`config.mk`:
```
export PLATFORM = sky130hd
export DESIGN_NAME = onchip_mem_byte_streamer_flat
export DESIGN_NICKNAME = d
export VERILOG_FILES = /design/src/rtl/onchip_mem_byte_streamer_if.sv /design/src/rtl/onchip_mem_byte_streamer.sv /design/src/flat_wrapper.sv
export SDC_FILE = /design/constraint.sdc
export NUM_CORES = 1
export LEC_CHECK = 0
export BUFFER_PORTS_ARGS = -buffer_cell sky130_fd_sc_hd__buf_2
export CELL_PAD_IN_SITES_DETAIL_PLACEMENT = 0
export CELL_PAD_IN_SITES_GLOBAL_PLACEMENT = 1
export CORE_ASPECT_RATIO = 2
export CORE_MARGIN = 10
export CORE_UTILIZATION = 41
export CTS_CLUSTER_SIZE = 16
export DETAILED_ROUTE_END_ITERATION = 10
export GPL_TIMING_DRIVEN = 0
export PLACE_DENSITY = 0.74
export SYNTH_ARGS = -nofsm -noshare
export SYNTH_HDL_FRONTEND = slang
export SYNTH_SLANG_ARGS = --single-unit
```
`constraint.sdc`:
```
create_clock -name clk -period 2.5 [get_ports clk]
set_input_delay 0.125 -clock clk [delete_from_list [all_inputs] [get_ports clk]]
set_output_delay 0.125 -clock clk [all_outputs]
set_load 0.01 [all_outputs]
```
`src/rtl/onchip_mem_byte_streamer_if.sv`:
```
// Bundles the memory read port, the Avalon-ST byte source and the transfer
// control/status lines of the on-chip memory byte streamer.
// master: the streamer itself. slave: the environment (memory, sink, controller).
interface onchip_mem_byte_streamer_if #(
    parameter int ADDR_W = 16
);
    // Transfer control / status
    logic              start;
    logic [ADDR_W-1:0] base_addr;
    logic [ADDR_W:0]   length;
    logic              busy;
    logic              done;

    // On-chip memory read port
    logic [ADDR_W-1:0] mem_address;
    logic              mem_chipselect;
    logic              mem_clken;
    logic              mem_write;
    logic [7:0]        mem_readdata;

    // Avalon-ST byte source
    logic [7:0]        st_data;
    logic              st_valid;
    logic              st_ready;
    logic              st_startofpacket;
    logic              st_endofpacket;

    modport master (
        input  start, base_addr, length, mem_readdata, st_ready,
        output busy, done, mem_address, mem_chipselect, mem_clken, mem_write,
               st_data, st_valid, st_startofpacket, st_endofpacket
    );

    modport slave (
        output start, base_addr, length, mem_readdata, st_ready,
        input  busy, done, mem_address, mem_chipselect, mem_clken, mem_write,
               st_data, st_valid, st_startofpacket, st_endofpacket
    );
endinterface

```
`src/rtl/onchip_mem_byte_streamer.sv`:
```
// Reads a run of bytes from an on-chip memory (1-cycle read latency) and
// streams them out as a single Avalon-ST packet through a small skid FIFO.
// Reads are only issued when the FIFO is guaranteed to have room for the
// returning byte, so returning data is written without any back-pressure.
module onchip_mem_byte_streamer #(
    parameter int ADDR_W     = 16,
    parameter int FIFO_DEPTH = 4
) (
    input  logic                          clk,
    input  logic                          reset_n,
    onchip_mem_byte_streamer_if.master    bus
);
    localparam int PTR_W = $clog2(FIFO_DEPTH);
    localparam int CNT_W = PTR_W + 1;

    typedef logic [ADDR_W-1:0] addr_t;
    typedef logic [ADDR_W:0]   len_t;
    typedef logic [PTR_W-1:0]  ptr_t;
    typedef logic [CNT_W-1:0]  cnt_t;
    typedef logic [CNT_W:0]    occ_t;

    localparam occ_t DEPTH_OCC = occ_t'(FIFO_DEPTH);

    typedef enum logic [1:0] {
        IDLE  = 2'd0,
        RUN   = 2'd1,
        DRAIN = 2'd2,
        FIN   = 2'd3
    } state_t;

    state_t state_reg;
    addr_t  addr_reg;        // next address to read
    len_t   issue_left_reg;  // reads still to be issued
    len_t   len_reg;         // packet length, for EOP marking
    len_t   out_idx_reg;     // index of the byte at the FIFO head
    logic   inflight_reg;    // a read was issued last cycle
    ptr_t   wr_ptr_reg;
    ptr_t   rd_ptr_reg;
    cnt_t   count_reg;
    logic   busy_reg;
    logic   done_reg;

    logic [7:0] slot_data [FIFO_DEPTH];

    occ_t occupancy;
    logic issue;
    logic push;
    logic pop;
    logic fifo_valid;
    logic last_byte;
    logic sop;
    logic eop;

    // Space check counts the byte already on its way back from memory.
    assign occupancy  = occ_t'(count_reg) + occ_t'(inflight_reg);
    assign issue      = (state_reg == RUN) && (occupancy < DEPTH_OCC);
    assign push       = inflight_reg;
    assign fifo_valid = (count_reg != '0);
    assign pop        = fifo_valid && bus.st_ready;
    assign last_byte  = (out_idx_reg == len_t'(len_reg - len_t'(1)));
    assign sop        = fifo_valid && (out_idx_reg == '0);
    assign eop        = fifo_valid && last_byte;

    // FIFO storage: one byte register per slot, written from the read return.
    genvar gi;
    generate
        for (gi = 0; gi < FIFO_DEPTH; gi++) begin : g_slot
            logic [7:0] slot_reg;

            // Capture returning memory data into the slot the write pointer selects.
            always_ff @(posedge clk or negedge reset_n) begin
                if (!reset_n) begin
                    slot_reg <= '0;
                end else if (push && (wr_ptr_reg == ptr_t'(gi))) begin
                    slot_reg <= bus.mem_readdata;
                end
            end

            assign slot_data[gi] = slot_reg;
        end
    endgenerate

    // Transfer FSM plus read issue, FIFO pointer and packet position bookkeeping.
    always_ff @(posedge clk or negedge reset_n) begin
        if (!reset_n) begin
            state_reg      <= IDLE;
            addr_reg       <= '0;
            issue_left_reg <= '0;
            len_reg        <= '0;
            out_idx_reg    <= '0;
            inflight_reg   <= 1'b0;
            wr_ptr_reg     <= '0;
            rd_ptr_reg     <= '0;
            count_reg      <= '0;
            busy_reg       <= 1'b0;
            done_reg       <= 1'b0;
        end else begin
            inflight_reg <= issue;

            if (push) begin
                wr_ptr_reg <= wr_ptr_reg + ptr_t'(1);
            end
            if (pop) begin
                rd_ptr_reg  <= rd_ptr_reg + ptr_t'(1);
                out_idx_reg <= out_idx_reg + len_t'(1);
            end
            unique case ({push, pop})
                2'b10:   count_reg <= count_reg + cnt_t'(1);
                2'b01:   count_reg <= count_reg - cnt_t'(1);
                default: count_reg <= count_reg;
            endcase

            // Address wraps naturally at the top of the memory.
            if (issue) begin
                addr_reg       <= addr_reg + addr_t'(1);
                issue_left_reg <= issue_left_reg - len_t'(1);
            end

            unique case (state_reg)
                IDLE: begin
                    if (bus.start) begin
                        addr_reg       <= bus.base_addr;
                        len_reg        <= bus.length;
                        issue_left_reg <= bus.length;
                        out_idx_reg    <= '0;
                        busy_reg       <= 1'b1;
                        if (bus.length == '0) begin
                            state_reg <= FIN;
                            done_reg  <= 1'b1;
                        end else begin
                            state_reg <= RUN;
                        end
                    end
                end
                RUN: begin
                    if (issue && (issue_left_reg == len_t'(1))) begin
                        state_reg <= DRAIN;
                    end
                end
                DRAIN: begin
                    if (pop && eop) begin
                        state_reg <= FIN;
                        done_reg  <= 1'b1;
                    end
                end
                FIN: begin
                    state_reg <= IDLE;
                    done_reg  <= 1'b0;
                    busy_reg  <= 1'b0;
                end
                default: state_reg <= IDLE;
            endcase
        end
    end

    assign bus.busy             = busy_reg;
    assign bus.done             = done_reg;
    assign bus.mem_address      = addr_reg;
    assign bus.mem_chipselect   = issue;
    assign bus.mem_clken        = 1'b1;
    assign bus.mem_write        = 1'b0;
    assign bus.st_data          = slot_data[rd_ptr_reg];
    assign bus.st_valid         = fifo_valid;
    assign bus.st_startofpacket = sop;
    assign bus.st_endofpacket   = eop;

endmodule

```
`src/flat_wrapper.sv`:
```
// flat-port wrapper written by rule: the top's interface ports become plain ports
module onchip_mem_byte_streamer_flat 
#(
    parameter int ADDR_W     = 16,
    parameter int FIFO_DEPTH = 4
)
  (clk, reset_n, bus_start, bus_base_addr, bus_length, bus_mem_readdata, bus_st_ready, bus_busy, bus_done, bus_mem_address, bus_mem_chipselect, bus_mem_clken, bus_mem_write, bus_st_data, bus_st_valid, bus_st_startofpacket, bus_st_endofpacket);
  onchip_mem_byte_streamer_if #(.ADDR_W(ADDR_W)) bus_i ();
  input  logic clk;
  input  logic reset_n;
  input wire logic [$bits(bus_i.start)-1:0] bus_start;
  input wire logic [$bits(bus_i.base_addr)-1:0] bus_base_addr;
  input wire logic [$bits(bus_i.length)-1:0] bus_length;
  input wire logic [$bits(bus_i.mem_readdata)-1:0] bus_mem_readdata;
  input wire logic [$bits(bus_i.st_ready)-1:0] bus_st_ready;
  output wire logic [$bits(bus_i.busy)-1:0] bus_busy;
  output wire logic [$bits(bus_i.done)-1:0] bus_done;
  output wire logic [$bits(bus_i.mem_address)-1:0] bus_mem_address;
  output wire logic [$bits(bus_i.mem_chipselect)-1:0] bus_mem_chipselect;
  output wire logic [$bits(bus_i.mem_clken)-1:0] bus_mem_clken;
  output wire logic [$bits(bus_i.mem_write)-1:0] bus_mem_write;
  output wire logic [$bits(bus_i.st_data)-1:0] bus_st_data;
  output wire logic [$bits(bus_i.st_valid)-1:0] bus_st_valid;
  output wire logic [$bits(bus_i.st_startofpacket)-1:0] bus_st_startofpacket;
  output wire logic [$bits(bus_i.st_endofpacket)-1:0] bus_st_endofpacket;
  assign bus_i.start = bus_start;
  assign bus_i.base_addr = bus_base_addr;
  assign bus_i.length = bus_length;
  assign bus_i.mem_readdata = bus_mem_readdata;
  assign bus_i.st_ready = bus_st_ready;
  assign bus_busy = bus_i.busy;
  assign bus_done = bus_i.done;
  assign bus_mem_address = bus_i.mem_address;
  assign bus_mem_chipselect = bus_i.mem_chipselect;
  assign bus_mem_clken = bus_i.mem_clken;
  assign bus_mem_write = bus_i.mem_write;
  assign bus_st_data = bus_i.st_data;
  assign bus_st_valid = bus_i.st_valid;
  assign bus_st_startofpacket = bus_i.st_startofpacket;
  assign bus_st_endofpacket = bus_i.st_endofpacket;
  onchip_mem_byte_streamer #(.ADDR_W(ADDR_W), .FIFO_DEPTH(FIFO_DEPTH)) u_core (.clk(clk), .reset_n(reset_n), .bus(bus_i));
endmodule
```
== Word level (Yosys, flattened, before mapping) ==
Cells that the tools add are included.
Storage, ports and cells
  flip-flop bits (word level): 111
  latch bits: 0
  RAM bits: 0
  memory bits (read-only): 0
  bits of input ports: 45
  output and inout bits: 32
  logic and storage cells: 87
  memories kept: 0
Cells by class
  add/subtract/negate cells: 9
  $mul: 0
  divide/modulo/power cells: 0
  order comparisons: 2
  equality and inequality tests: 14
  shifts and indexed selects: 0
  muxes and demuxes: 24
  bitwise logic cells: 1
  reductions and logical operators: 22
Operators with widths (count)
  two-way mux 17 bit: 6
  two-way mux 16 bit: 3
  zero test 17 bit: 2
  subtractor 17 x 1 -> 17 bit (second input constant): 2
  adder 17 x 1 -> 17 bit (second input constant): 1
  == test 17 x 1 -> 1 bit (second input constant): 1
  == test 17 bit: 1
  adder 16 x 1 -> 16 bit (second input constant): 1
  binary-select mux 8 bit (select 2 bit): 1
  two-way mux 8 bit: 2
  == test 2 bit (second input constant): 5
  logical AND 1 bit: 10
  two-way mux 2 bit: 4
  case mux 2 bit (4 select lines): 1
  == test 2 x 1 -> 1 bit (second input constant): 3
  case mux 3 bit (2 select lines): 1
  nonzero test 3 bit: 2
  adder 2 x 1 -> 2 bit (second input constant): 2
  adder 3 x 1 -> 4 bit: 1
  zero test 2 bit: 2
  < comparator 4 x 3 -> 1 bit (second input constant): 1
  two-way mux 1 bit: 4
  != test 2 x 1 -> 1 bit (second input constant): 2
  != test 2 bit (second input constant): 2
  10 further kinds: 12

== Logic depth before layout (Yosys ltp) ==
  depth after elaboration: 6
  mapped depth: 11
  mapped depth without buffers: 10

== Worst setup path before layout ==
Ideal clock, no wire load.
  path type: flip-flop to output port
  start: reg u_core.len_reg[0]
  end: out bus_st_endofpacket
  arrival: 2465 ps
  data required time: 2375 ps
  path slack: -90 ps
  cell stages (with the launch flop): 8
  path buffers: 0
  cell sequence: dfrtp_1 > inv_1 > ha_1 > nor2b_1 > or3_1 > a31o_2 > or4_4 > nor4_1
On the way
  cells in the longest elaborated chain, start to end: 3
RTL lines
  start, declared: line onchip_mem_byte_streamer.sv:34  | len_t len_reg;
  start signal, assigned: line onchip_mem_byte_streamer.sv:123  | len_reg <= bus.length;
  subtractor 17 x 1 -> 17 bit: line onchip_mem_byte_streamer.sv:60  | assign last_byte = (out_idx_reg == len_t'(len_reg - len_t'(1)));
  == test 17 bit: line onchip_mem_byte_streamer.sv:60
  logical AND 1 bit: line onchip_mem_byte_streamer.sv:62  | assign eop = fifo_valid && last_byte;
  end, declared: line flat_wrapper.sv:25  | output wire logic [$bits(bus_i.st_endofpacket)-1:0] bus_st_endofpacket;
Every way passes these cells.

== Final worst setup path ==
  start: reg u_core.len_reg[3]
  end: out bus_st_endofpacket
The elaborated chain is that of the path after synthesis.

==> metrics <==
Setup TNS=-0.7690 ns; IO Pins=77; failing checks=setup timing; sequence of cells on the critical path=or4_4, nor4_4, xnor2_1, nor3_2, nand4_1, buf_4, nor4_4, buf_2; most frequent cell after synthesis=dfrtp_1; worst path required time=2.38 ns; commonest cells in the netlist=dfrtp_1 (111), nand2_1 (98), nor2_1 (45); final setup vio count=3; Starting Density=41.89%; CTS clk-pin slew, worst paths=0.08 ns; Post-synth EDFFs=0; # diodes=0; Die Width=105.9 um; most frequent CP cell=nor4_4; vias post-DR=4952; Worst Setup Start Kind=register; Logic pwr share=36.9%; multi-input logic area=3253 um2; Sw Ratio=35.92%; Cell Area, Synth=6045 um2; deepest clock path buffer count=2; sequential fraction of the synthesis area=45.95%; TritonRoute pass-1 iters=4; Max-Cap Viols=0; Worst path slowest cell=or4_4; grt total ovfl=0; fin nets=798; fill cell count=1388; Final Skew=0.01683 ns; Syn Area/Cell=9.861 um2; Synth top area share=45.95%; crit path from=u_core.len_reg[3]; reg-to-reg slack, setup=-0.23 ns; Register Area=2784 um2; Worst Path Max Fanout=3; sequential share of power=41.8%; clk sink count=111; syn nets=675; Worst EP arrival=2.69 ns; Clock Power Share=21.4%; Min-Delay Startpoint=bus_length[16]; final antenna-violating net count=0; dpl hpwl=12710 um; Final Wtd Congestion=0.8793; Row Count=62; Area contributors post-synth=dfrtp_1 (46%), nand2_1 (6.1%), mux2_2 (6.0%); Lkg Pwr=3.188 nW; max FFs per register=32; Detailed Route Iter0 Violations=202; CTS buffer count=9; die area=20290 um2; share of layout cells above drive strength 1=26.59%; Buffers on Ports=74; CP Class=register to primary output; CTS tree=done; switching power of the nets=2.424 mW; Hold Vio Cnt, Final=0; Slew Limit Fails=0; yosys warns=0; Slowest Stage Delay on Critical Path=0.58 ns; reg-to-reg startpoint=u_core.len_reg[0]; Worst setup EP type=primary output; CTS Root Buffer Type=clkbuf_16; Post-Syn Instances=613; status=finished, violations left; initial antenna violation count=0; Int Pwr=4.325 mW; Clock H-tree levels=3; Yosys top cell by area=dfrtp_1; maximum vdd drop=516.7 uV; vias per cell=5.308; min Tclk post-route=2.820 ns; Pwr per Cell Area=901.4 nW/um2; worst hold slack=0.004208 ns; Worst Max-Slew Pin Slew=0.8041 ns; drt wl/cell=18.01 um; core area=14430 um2; RSZ-0062 raised after global routing=yes; Async SR Flop Fraction=100.0%; HP Class=input pin to register; Post-synth top flop=dfrtp_1; worst path bufs/invs=2; Die Y=191.7 um; Slew headroom=46.39%; gr usage total=16.87%; Total Wirelength=16800 um; area delta synth->final=23.87%; post-layout util=51.89%; Setup WS post-layout=-0.3195 ns; post-synthesis cell type count=58; pre-CTS WS=-0.6171 ns; worst skew pair latency=0.36 ns; via count of the first global-routing pass=5411; maximum clock rate=354.7 MHz; largest net degree at the start of global routing=74; Top delay family on crit path=simple AND/OR/NAND/NOR gates; final period utilization=112.8%; Seq cells post-synth=111; first-pass GRT wire length=27450 um; drt drc=0
[path summary, 6_finish.rpt]
kind,end,cells past startpoint
setup / recovery,bus_st_endofpacket,8
max in group asynchronous,u_core.len_reg[4],3
min in group asynchronous,u_core.g_slot[2].slot_reg[5],2
setup reg to reg,u_core.state_reg[1],7
hold reg to reg,u_core.g_slot[3].slot_reg[4],1
hold / removal,u_core.len_reg[16],3
[cell families (layout without fill, tap and decap cells)]
kind of cell / count (synthesis) / count (layout) / synth area share [%]
simple gates: 249 / 249 / 20.43
flops: 111 / 111 / 45.95
compound gates: 77 / 77 / 7.349
xor+xnor: 68 / 68 / 10.08
buf+inv: 47 / 175 / 3.063
mux: 42 / 42 / 9.356
fa+ha+maj: 17 / 17 / 3.643
other cells: 2 / 2 / 0.1242
[cell usage in the layout, fill, tap and decap left out, types with 5 or more instances in the layout]
master and count:
nor4_1 10, buf_4 24, buf_2 75, nor2_1 44, xor2_1 35, clkbuf_16 9
nor3_1 8, nand4_1 9, o21ai_0 43, ha_1 15, nand3_1 23, dlygate4sd3_1 17
mux2_2 32, a21oi_1 11, or3_1 5, nor2b_1 5, clkbuf_1 15, inv_1 23
mux4_2 8, nor4_4 5, nand2_1 98, dfrtp_2 5, xnor2_1 32, a31oi_1 9
dfrtp_1 106
[cell type report]
type / instances / area share, %
multi-input cells: 455 / 43.45
flip-flops and latches: 111 / 37.18
repair buffers: 113 / 9.726
well taps: 192 / 3.209
clock buffers: 9 / 3.008
plain buffers: 22 / 1.253
inverters: 24 / 1.203
clock inverters: 7 / 0.9693
[stage by stage]
| step | power [mW] | cell area, um2 | cells |
|---|---|---|---|
| after floorplan | 4.458 | 6058 | 613 |
| after global placement | 5.169 | 6669 | 879 |
| after detailed placement | 5.313 | 6699 | 880 |
| after CTS | 6.796 | 7397 | 927 |
| after global routing | 7.222 | 7487 | 933 |
| final | 6.749 | 7487 | 933 |
[tightest hold or removal path, cell delays in order]
cell and delay, ns:
buf_2 0.09, nand2_1 0.06, nand2_1 0.06
[repair_timing]
item	4_1_cts	5_1_grt
hold buffers	17	0
setup endpoints to repair	25	37
gates resized for setup	24	11
cloned	0	0
pin swaps	7	2
endpoints found under the hold margin	54	0
setup buffers	15	6
[routing by layer]
| layer | GRT usage, % | part of all wire, % |
|---|---|---|
| met1 | 16.79 | 35 |
| met2 | 32.65 | 56 |
| met3 | 2.853 | 3.7 |
| met4 | 7.801 | 4.7 |
| met5 | 0 | 0 |
[power groups by stage]
stage / registers [mW] / clock network [mW] / logic (mW)
after floorplan: 2.77 / 0 / 1.69
after global placement: 2.78 / 0 / 2.39
after detailed placement: 2.83 / 0 / 2.48
after CTS: 2.81 / 1.47 / 2.52
after global routing: 2.88 / 1.54 / 2.80
final: 2.82 / 1.44 / 2.49
Power figures use the tool's default switching activity.
